**src/rtl/instr_pack.sv**
```systemverilog
// Shared decode/sequencing types for the load/store path between the
// register file and the data memory port.
package instr_pack;

    typedef enum logic [1:0] {
        LS_IDLE = 2'd0,
        LS_REQ  = 2'd1,
        LS_WAIT = 2'd2,
        LS_WB   = 2'd3
    } ldst_state;

    localparam int LDST_TIMEOUT_DEF = 16;
    localparam int LDST_DATA_W      = 8;
    localparam int LDST_REG_W       = 4;

    typedef struct packed {
        logic                   is_store;
        logic [LDST_REG_W-1:0]  dst;
        logic [LDST_DATA_W-1:0] wdata;
    } ldst_op_t;

    // Last counter value before abort; out-of-range settings are clamped to 1..255.
    function automatic logic [7:0] ldst_wd_limit(input int cycles);
        logic [7:0] lim;
        if (cycles < 1) begin
            lim = 8'd0;
        end else if (cycles > 255) begin
            lim = 8'd254;
        end else begin
            lim = 8'(cycles - 1);
        end
        return lim;
    endfunction

endpackage

```
**src/rtl/ldst_watchdog.sv**
```systemverilog
// Access watchdog: counts cycles spent waiting on the memory and flags the
// cycle on which the allowance runs out.
module ldst_watchdog
    import instr_pack::*;
#(
    parameter int TIMEOUT_CYCLES = LDST_TIMEOUT_DEF
) (
    input  logic clk,
    input  logic reset,
    input  logic clr,
    input  logic en,
    output logic expired
);

    localparam logic [7:0] LIMIT = ldst_wd_limit(TIMEOUT_CYCLES);

    logic [7:0] cnt_r;

    // Wait-cycle counter; clear has priority so the entry cycle into WAIT restarts it.
    always_ff @(posedge clk or posedge reset) begin
        if (reset) begin
            cnt_r <= 8'd0;
        end else if (clr) begin
            cnt_r <= 8'd0;
        end else if (en) begin
            cnt_r <= cnt_r + 8'd1;
        end else begin
            cnt_r <= cnt_r;
        end
    end

    // Expiry is flagged during the last allowed cycle so the FSM can still let gnt/rvalid win.
    always_comb begin
        expired = en & (cnt_r == LIMIT);
    end

endmodule

```
**src/rtl/ldst_sequencer.sv**
```systemverilog
// Load/store sequencer: captures a decoded memory op, runs it over the
// req/gnt + rvalid memory handshake and writes load data back to the register file.
module ldst_sequencer
    import instr_pack::*;
#(
    parameter int TIMEOUT_CYCLES = LDST_TIMEOUT_DEF,
    parameter int ADDR_W         = 8
) (
    input  logic              clk,
    input  logic              reset,
    input  logic              op_valid,
    input  logic              op_is_store,
    input  logic [ADDR_W-1:0] op_addr,
    input  logic [3:0]        op_dst,
    input  logic [7:0]        stor_data,
    output logic              storEn,
    output logic              stall,
    output logic              loadEn,
    output logic [3:0]        load_dst,
    output logic [7:0]        loadData,
    output logic              mem_req,
    output logic              mem_we,
    output logic [ADDR_W-1:0] mem_addr,
    output logic [7:0]        mem_wdata,
    input  logic              mem_gnt,
    input  logic              mem_rvalid,
    input  logic [7:0]        mem_rdata,
    output logic              err_timeout
);

    ldst_state         state_r;
    ldst_state         state_nxt_s;
    ldst_op_t          op_r;
    logic [ADDR_W-1:0] addr_r;
    logic [7:0]        rdata_r;
    logic              err_r;
    logic              capture_s;
    logic              wd_clr_s;
    logic              wd_en_s;
    logic              wd_expired_s;
    logic              abort_s;

    assign capture_s = (state_r == LS_IDLE) & op_valid;
    assign wd_en_s   = (state_r == LS_REQ) | (state_r == LS_WAIT);
    assign wd_clr_s  = capture_s | ((state_r == LS_REQ) & mem_gnt);
    // A handshake on the expiry cycle takes priority over the abort.
    assign abort_s   = wd_expired_s &
                       (((state_r == LS_REQ) & ~mem_gnt) | ((state_r == LS_WAIT) & ~mem_rvalid));
    assign err_timeout = err_r;

    ldst_watchdog #(
        .TIMEOUT_CYCLES(TIMEOUT_CYCLES)
    ) u_watchdog (
        .clk    (clk),
        .reset  (reset),
        .clr    (wd_clr_s),
        .en     (wd_en_s),
        .expired(wd_expired_s)
    );

    // State register.
    always_ff @(posedge clk or posedge reset) begin
        if (reset) begin
            state_r <= LS_IDLE;
        end else begin
            state_r <= state_nxt_s;
        end
    end

    // Next-state decode.
    always_comb begin
        state_nxt_s = state_r;
        case (state_r)
            LS_IDLE: begin
                if (op_valid) begin
                    state_nxt_s = LS_REQ;
                end else begin
                    state_nxt_s = LS_IDLE;
                end
            end
            LS_REQ: begin
                if (mem_gnt) begin
                    state_nxt_s = op_r.is_store ? LS_IDLE : LS_WAIT;
                end else if (wd_expired_s) begin
                    state_nxt_s = LS_IDLE;
                end else begin
                    state_nxt_s = LS_REQ;
                end
            end
            LS_WAIT: begin
                if (mem_rvalid) begin
                    state_nxt_s = LS_WB;
                end else if (wd_expired_s) begin
                    state_nxt_s = LS_IDLE;
                end else begin
                    state_nxt_s = LS_WAIT;
                end
            end
            LS_WB: begin
                state_nxt_s = LS_IDLE;
            end
            default: begin
                state_nxt_s = LS_IDLE;
            end
        endcase
    end

    // Op capture in IDLE and read-data capture in WAIT; ops seen elsewhere are ignored.
    always_ff @(posedge clk or posedge reset) begin
        if (reset) begin
            op_r    <= '{is_store: 1'b0, dst: 4'h0, wdata: 8'h00};
            addr_r  <= {ADDR_W{1'b0}};
            rdata_r <= 8'h00;
        end else begin
            if (capture_s) begin
                op_r.is_store <= op_is_store;
                op_r.dst      <= op_dst;
                op_r.wdata    <= op_is_store ? stor_data : 8'h00;
                addr_r        <= op_addr;
            end else begin
                op_r   <= op_r;
                addr_r <= addr_r;
            end
            if ((state_r == LS_WAIT) & mem_rvalid) begin
                rdata_r <= mem_rdata;
            end else begin
                rdata_r <= rdata_r;
            end
        end
    end

    // Sticky abort flag, cleared only by reset.
    always_ff @(posedge clk or posedge reset) begin
        if (reset) begin
            err_r <= 1'b0;
        end else if (abort_s) begin
            err_r <= 1'b1;
        end else begin
            err_r <= err_r;
        end
    end

    // Output decode; the IDLE handshake terms are forced low while reset is held.
    always_comb begin
        storEn    = 1'b0;
        stall     = 1'b0;
        loadEn    = 1'b0;
        load_dst  = 4'h0;
        loadData  = 8'h00;
        mem_req   = 1'b0;
        mem_we    = 1'b0;
        mem_addr  = {ADDR_W{1'b0}};
        mem_wdata = 8'h00;
        case (state_r)
            LS_IDLE: begin
                storEn = op_valid & op_is_store & ~reset;
                stall  = op_valid & ~reset;
            end
            LS_REQ: begin
                mem_req   = 1'b1;
                mem_we    = op_r.is_store;
                mem_addr  = addr_r;
                mem_wdata = op_r.wdata;
                stall     = 1'b1;
            end
            LS_WAIT: begin
                stall = 1'b1;
            end
            LS_WB: begin
                loadEn   = 1'b1;
                load_dst = op_r.dst;
                loadData = rdata_r;
            end
            default: begin
                stall = 1'b0;
            end
        endcase
    end

endmodule
```
**config.mk**
```make
export PLATFORM = sky130hd
export DESIGN_NAME = ldst_sequencer
export DESIGN_NICKNAME = d
export VERILOG_FILES = /design/src/rtl/instr_pack.sv /design/src/rtl/ldst_watchdog.sv /design/src/rtl/ldst_sequencer.sv
export SDC_FILE = /design/constraint.sdc
export NUM_CORES = 1
export LEC_CHECK = 0
export ABC_AREA = 1
export CAP_MARGIN = 30
export CORE_MARGIN = 4
export CORE_UTILIZATION = 35
export CTS_BUF_LIST = sky130_fd_sc_hd__clkbuf_4 sky130_fd_sc_hd__clkbuf_8 sky130_fd_sc_hd__clkbuf_16
export DETAILED_ROUTE_END_ITERATION = 7
export SETUP_SLACK_MARGIN = 0.4
export SLEW_MARGIN = 20
export SYNTH_ARGS = -nofsm -noshare
export SYNTH_HDL_FRONTEND = slang
export SYNTH_SLANG_ARGS = --single-unit
```
**constraint.sdc**
```tcl
create_clock -name clk -period 2.22 [get_ports clk]
set_clock_uncertainty 0.2 [all_clocks]
set_input_delay 0.222 -clock clk [delete_from_list [all_inputs] [get_ports clk]]
set_output_delay 0.222 -clock clk [all_outputs]
set_load 0.1 [all_outputs]
```
* Word level (Yosys, flattened, before mapping)
Cells that the tools add are included.
** Storage, ports and cells
- Register bits after elaboration :: 40
- Input port bits :: 34
- Output and inout port bits :: 34
- Word-level logic and storage cells :: 51
** Cells by class
- Add/subtract/negate cells :: 1
- Equal/unequal tests :: 4
- Muxes and demuxes :: 19
- Bitwise operators :: 16
- Reductions and logical operators :: 3
** Operator list (count)
- two-way mux 8 bit :: 6
- AND 1 bit :: 10
- adder 8 x 1 -> 8 bit (second input constant) :: 1
- == test 8 x 4 -> 1 bit (second input constant) :: 1
- two-way mux 2 bit :: 4
- case mux 2 bit (4 select lines) :: 1
- two-way mux 1 bit :: 6
- == test 2 bit (second input constant) :: 2
- two-way mux 4 bit :: 1
- inverter 1 bit :: 3
- bitwise OR 1 bit :: 3
- == test 2 x 1 -> 1 bit (second input constant) :: 1
- logical NOT 2 bit :: 1
- case mux 1 bit (2 select lines) :: 1
- nonzero test 2 bit :: 1
- OR reduction 2 bit :: 1

* Longest topological paths before layout
- Depth in word-level cells :: 6
- Depth in mapped cells :: 9
- Mapped depth without buffers :: 9

* Hierarchy
A second synthesis with hierarchy kept.
** Unflattened totals
- Cells, all modules :: 278
- Area total of the unflattened synthesis :: 2097.0 um^2
** Modules (own cells, without submodules)
- ldst_sequencer :: times used 1, cells each 218, area each 1646.6 um^2, seq. area each 800.8 um^2
- ldst_watchdog :: times used 1, cells each 60, area each 450.4 um^2, seq. area each 200.2 um^2

* Worst setup path before layout
No wires, ideal clock.
- Kind :: flip-flop to output port
- From :: reg state_r[0]
- To :: out stall
- Arrival time :: 2771 ps
- Data required time :: 1798 ps
- Setup slack :: -973 ps
- Cell stages (with the launch flop) :: 4
- Path buffers :: 1
- Cell sequence :: dfrtp_1 -> ha_1 -> buf_2 -> a21oi_1
** On the way
- Word-level cells in the longest chain between the ends :: 3
- Elaborated cells between the ends (all ways) :: 5
- Classes of those cells :: eq/ne (2); mux (1); reduce/logical (2)
** RTL lines
- start: declaration :: line ldst_sequencer.sv:31 : ldst_state state_r;
- start signal: assignment :: line ldst_sequencer.sv:66 : state_r <= state_nxt_s;
- == test 2 x 1 -> 1 bit / == test 2 bit (equally long branches) :: line ldst_sequencer.sv:154 : case (state_r)
- OR reduction 2 bit (no source line)
- case mux 1 bit (2 select lines) (*) :: line ldst_sequencer.sv:154
- end: declaration :: line ldst_sequencer.sv:17 : output logic stall,
Mark *: on every way between the ends. The rest lies on a longest branch, timed or not.

* Final worst setup path
- From :: reg state_r[0]
- To :: out mem_addr[3]
** On the way
- Word-level cells in the longest chain between the ends :: 2
** RTL lines
- == test 2 x 1 -> 1 bit :: line ldst_sequencer.sv:154
- two-way mux 8 bit :: line ldst_sequencer.sv:154
- end: declaration :: line ldst_sequencer.sv:23 : output logic [ADDR_W-1:0] mem_addr,
No other way between the ends.

==> impl_metrics.csv <==
group,metric,value,unit
run_status,status,"finished clean",
sta,tightest_slew,499.8,ps
place,gp_congestion,0.7110,
critical_path,start_kind,"register",
pwr,p_leak,1.857,nW
routing,drt_iter0_drc,74,
place,hpwl,3615,um
sta,hold_viol_final,0,
floorplanning,die_area,0.007148,mm^2
routing,wl_per_cell,12.81,um
yosys,ys_ff_latch,40,
clock_network,clock_path_buffers,2,
critical_path,path_class,"reg -> out",
clock_network,cts.sinks,40,
floorplanning,ioPinCount,68,
critical_path,cpPeakStageDelay,420,ps
hold_path,min_path_type,"in -> reg",
sta,drv_slew,0,
routing,wirelength,5661,um
sta,period_needed,1970,ps
yosys,ys_types,21,
yosys,yosys_warnings,0,
yosys,synth_mux_area_frac,0,
floorplanning,core_area,0.005608,mm^2
critical_path,worst_path_max_delay_cell,"dfrtp_2",
layout,fin_cells,442,
sta,fin_setup_tns,0,ps
floorplanning,start_util,0.3657,
layout,drive_above_1_share,0.4189,
critical_path,path_max_fanout,10,
flow_run,cap_violations,0,
place,placed_cells,411,
routing,first_pass_iters,4,
sta,finalCritPeriodShare,0.8873,
yosys,synth_top_family_by_area,"simple AND/OR/NAND/NOR gates",
yosys,synth.avg_cell_area,7.377,um^2
routing,ant_nets,0,
yosys,synthCells,278,
grt,grt_pass1_wl,8873,um
hold_path,holdPathStages,3,
sta,slew_headroom,0.6668,
critical_path,crit_required,1800,ps
floorplanning,fp.dieW,84.55,um
clock_network,htree_levels,2,
grt,overflow,0,
yosys,synth_compound_area_frac,0.03905,
layout,mostFrequentLayoutCell,"nand2_1",
yosys,synthAdderAreaFrac,0.03051,
yosys,yosys.area_share.xor_xnor,0.008542,
floorplanning,row_count,27,
yosys,synthesis.nets,317,
yosys,synthSimpleGateAreaFrac,0.3228,
pwr,irDropWorstVdd,0.7050,mV
sta,rsz0062_at_grt,"yes",
critical_path,cp-end-kind,"output pin",
floorplanning,die_y,84.55,um
routing,num_vias,1948,
grt,grt_max_degree,41,
pwr,p_per_area,1390,mW/mm^2
critical_path,crit_path_cell_trace,"buf_6 -> ha_4 -> buf_12 -> nand2_2 -> clkinvlp_4 -> buf_12",
layout,layout_common_cells,"nand2_1 (98), dfrtp_1 (39), buf_12 (37)",
grt,grt_usage,0.1556,
sta,max_freq,507.7,MHz
critical_path,reg2regPathDepth,10,
yosys,netlist_area,0.002051,mm^2
clock_network,clk_latency,290,ps
place,portBuffers,67,
clock_network,path_clk_slew,80,ps
critical_path,crit_arrival,1550,ps
routing,vias_per_cell,4.407,
critical_path,path_common_cell,"buf_12",
clock_network,cts_inserted_buffers,5,
yosys,synth-seq-area-share,0.4881,
layout,final_net_count,408,
layout,area_delta_synth_final,89.93,%
clock_network,hold_buffers,0,
clock_network,tritoncts,"built",
sta,setup_viol,0,
grt,antenna_found_initial,0,
routing,drc,0,
clock_network,cts-root-buf,"clkbuf_8",
layout,diodes,0,
grt,grt_pass1_vias,1850,
[flip-flops by register name, summed over array words and instances (netlist names)]
| name | cells |
|---|---|
| addr_r | 8 |
| rdata_r | 8 |
| state_r | 2 |
| op_r | 13 |
| u_watchdog.cnt_r | 8 |
| err_timeout | 1 |
[cell usage after synthesis]
cell / number / share of area
nand3_1: 6 / 0.015
nand2_1: 130 / 0.24
o21ai_1: 10 / 0.024
buf_2: 5 / 0.012
nor2_1: 11 / 0.020
xor2_1: 1 / 0.0043
buf_4: 3 / 0.011
inv_1: 41 / 0.075
nand4_1: 1 / 0.0031
a21oi_1: 5 / 0.012
nand2_4: 3 / 0.016
inv_2: 6 / 0.011
nand3_2: 2 / 0.0098
xnor2_1: 1 / 0.0043
ha_1: 5 / 0.031
nor2_4: 1 / 0.0055
clkbuf_1: 1 / 0.0018
dfrtp_1: 40 / 0.49
nand2_2: 1 / 0.0031
o21ai_0: 1 / 0.0024
nor2_2: 4 / 0.012
[what timing repair did]
item | 4_1_cts | 5_1_grt
pin swaps | 4 | 9
cloned | 0 | 1
setup endpoints to repair | 33 | 41
buffers inserted | 12 | 10
gates resized for setup | 23 | 39
[cells by family (layout without fill, tap and decap cells)]
logic type	after synthesis	after routing
AO/OA/AOI/OAI	16	16
XOR/XNOR	2	2
AND/OR/NAND/NOR	159	159
buffers and inverters	56	148
adder cells (fa/ha/maj)	5	5
flip-flops	40	40
[area by class of cell]
type / instances / area, um^2
clock buffers: 6 / 76.32
clock inverters: 2 / 35.03
fillers: 432 / 1713
inverters: 47 / 299.0
multi-input cells: 182 / 1101
flip-flops and latches: 40 / 1002
well taps: 72 / 90.09
repair buffers: 93 / 1291
[report_power, final]
group / leakage (nW) / switching [mW] / internal, mW / total [mW]
Sequential: 0.509 / 0.262 / 1.01 / 1.27
Combinational: 1.29 / 2.13 / 1.42 / 3.54
Clock: 0.0586 / 0.254 / 0.346 / 0.600
[critical path, delay by kind of cell, from the launching register on]
kind                       cells  cell delay [ps]
DFF                            1              420
adders and majority gates      1              180
buffers and inverters          4              560
and+or+nand+nor                1               90
[worst paths after layout]
| check | end | from | slack (ps) |
|---|---|---|---|
| max in group asynchronous | state_r[0] | reset | 1150 |
| min reg2reg | rdata_r[0] | rdata_r[0] | 290 |
| max | mem_addr[3] | state_r[0] | 250 |
| max reg2reg | u_watchdog.cnt_r[4] | state_r[1] | 380 |
| min | rdata_r[4] | mem_rdata[4] | 260 |
| min in group asynchronous | addr_r[0] | reset | 290 |
[per-stage QoR]
stage | power (mW) | setup WS (ps) | hold slack [ps] | instance area [um^2] | util
2_1_floorplan | 3.240 | 229.4 | 17.01 | 2288 | -
3_3_place_gp | 4.058 | 307.5 | 262.8 | 3321 | 0.5921
3_5_place_dp | 4.092 | 304.1 | 265.9 | 3321 | 0.5921
4_1_cts | 5.019 | 269.0 | 249.1 | 3608 | 0.6435
5_1_grt | 5.689 | 203.4 | 254.0 | 3895 | 0.6946
6_report | 5.414 | 250.3 | 255.3 | 3895 | 0.6946
[routing by layer]
| metal | vias up | part of all wire | global-route usage |
|---|---|---|---|
| li1 | 995 | - | - |
| met1 | 897 | 0.45 | 0.2026 |
| met2 | 50 | 0.49 | 0.2577 |
| met3 | 6 | 0.056 | 0.03827 |
| met4 | 0 | 0.011 | 0.04317 |
| met5 | - | 0 | 0 |
Power figures use the tool's default switching activity.
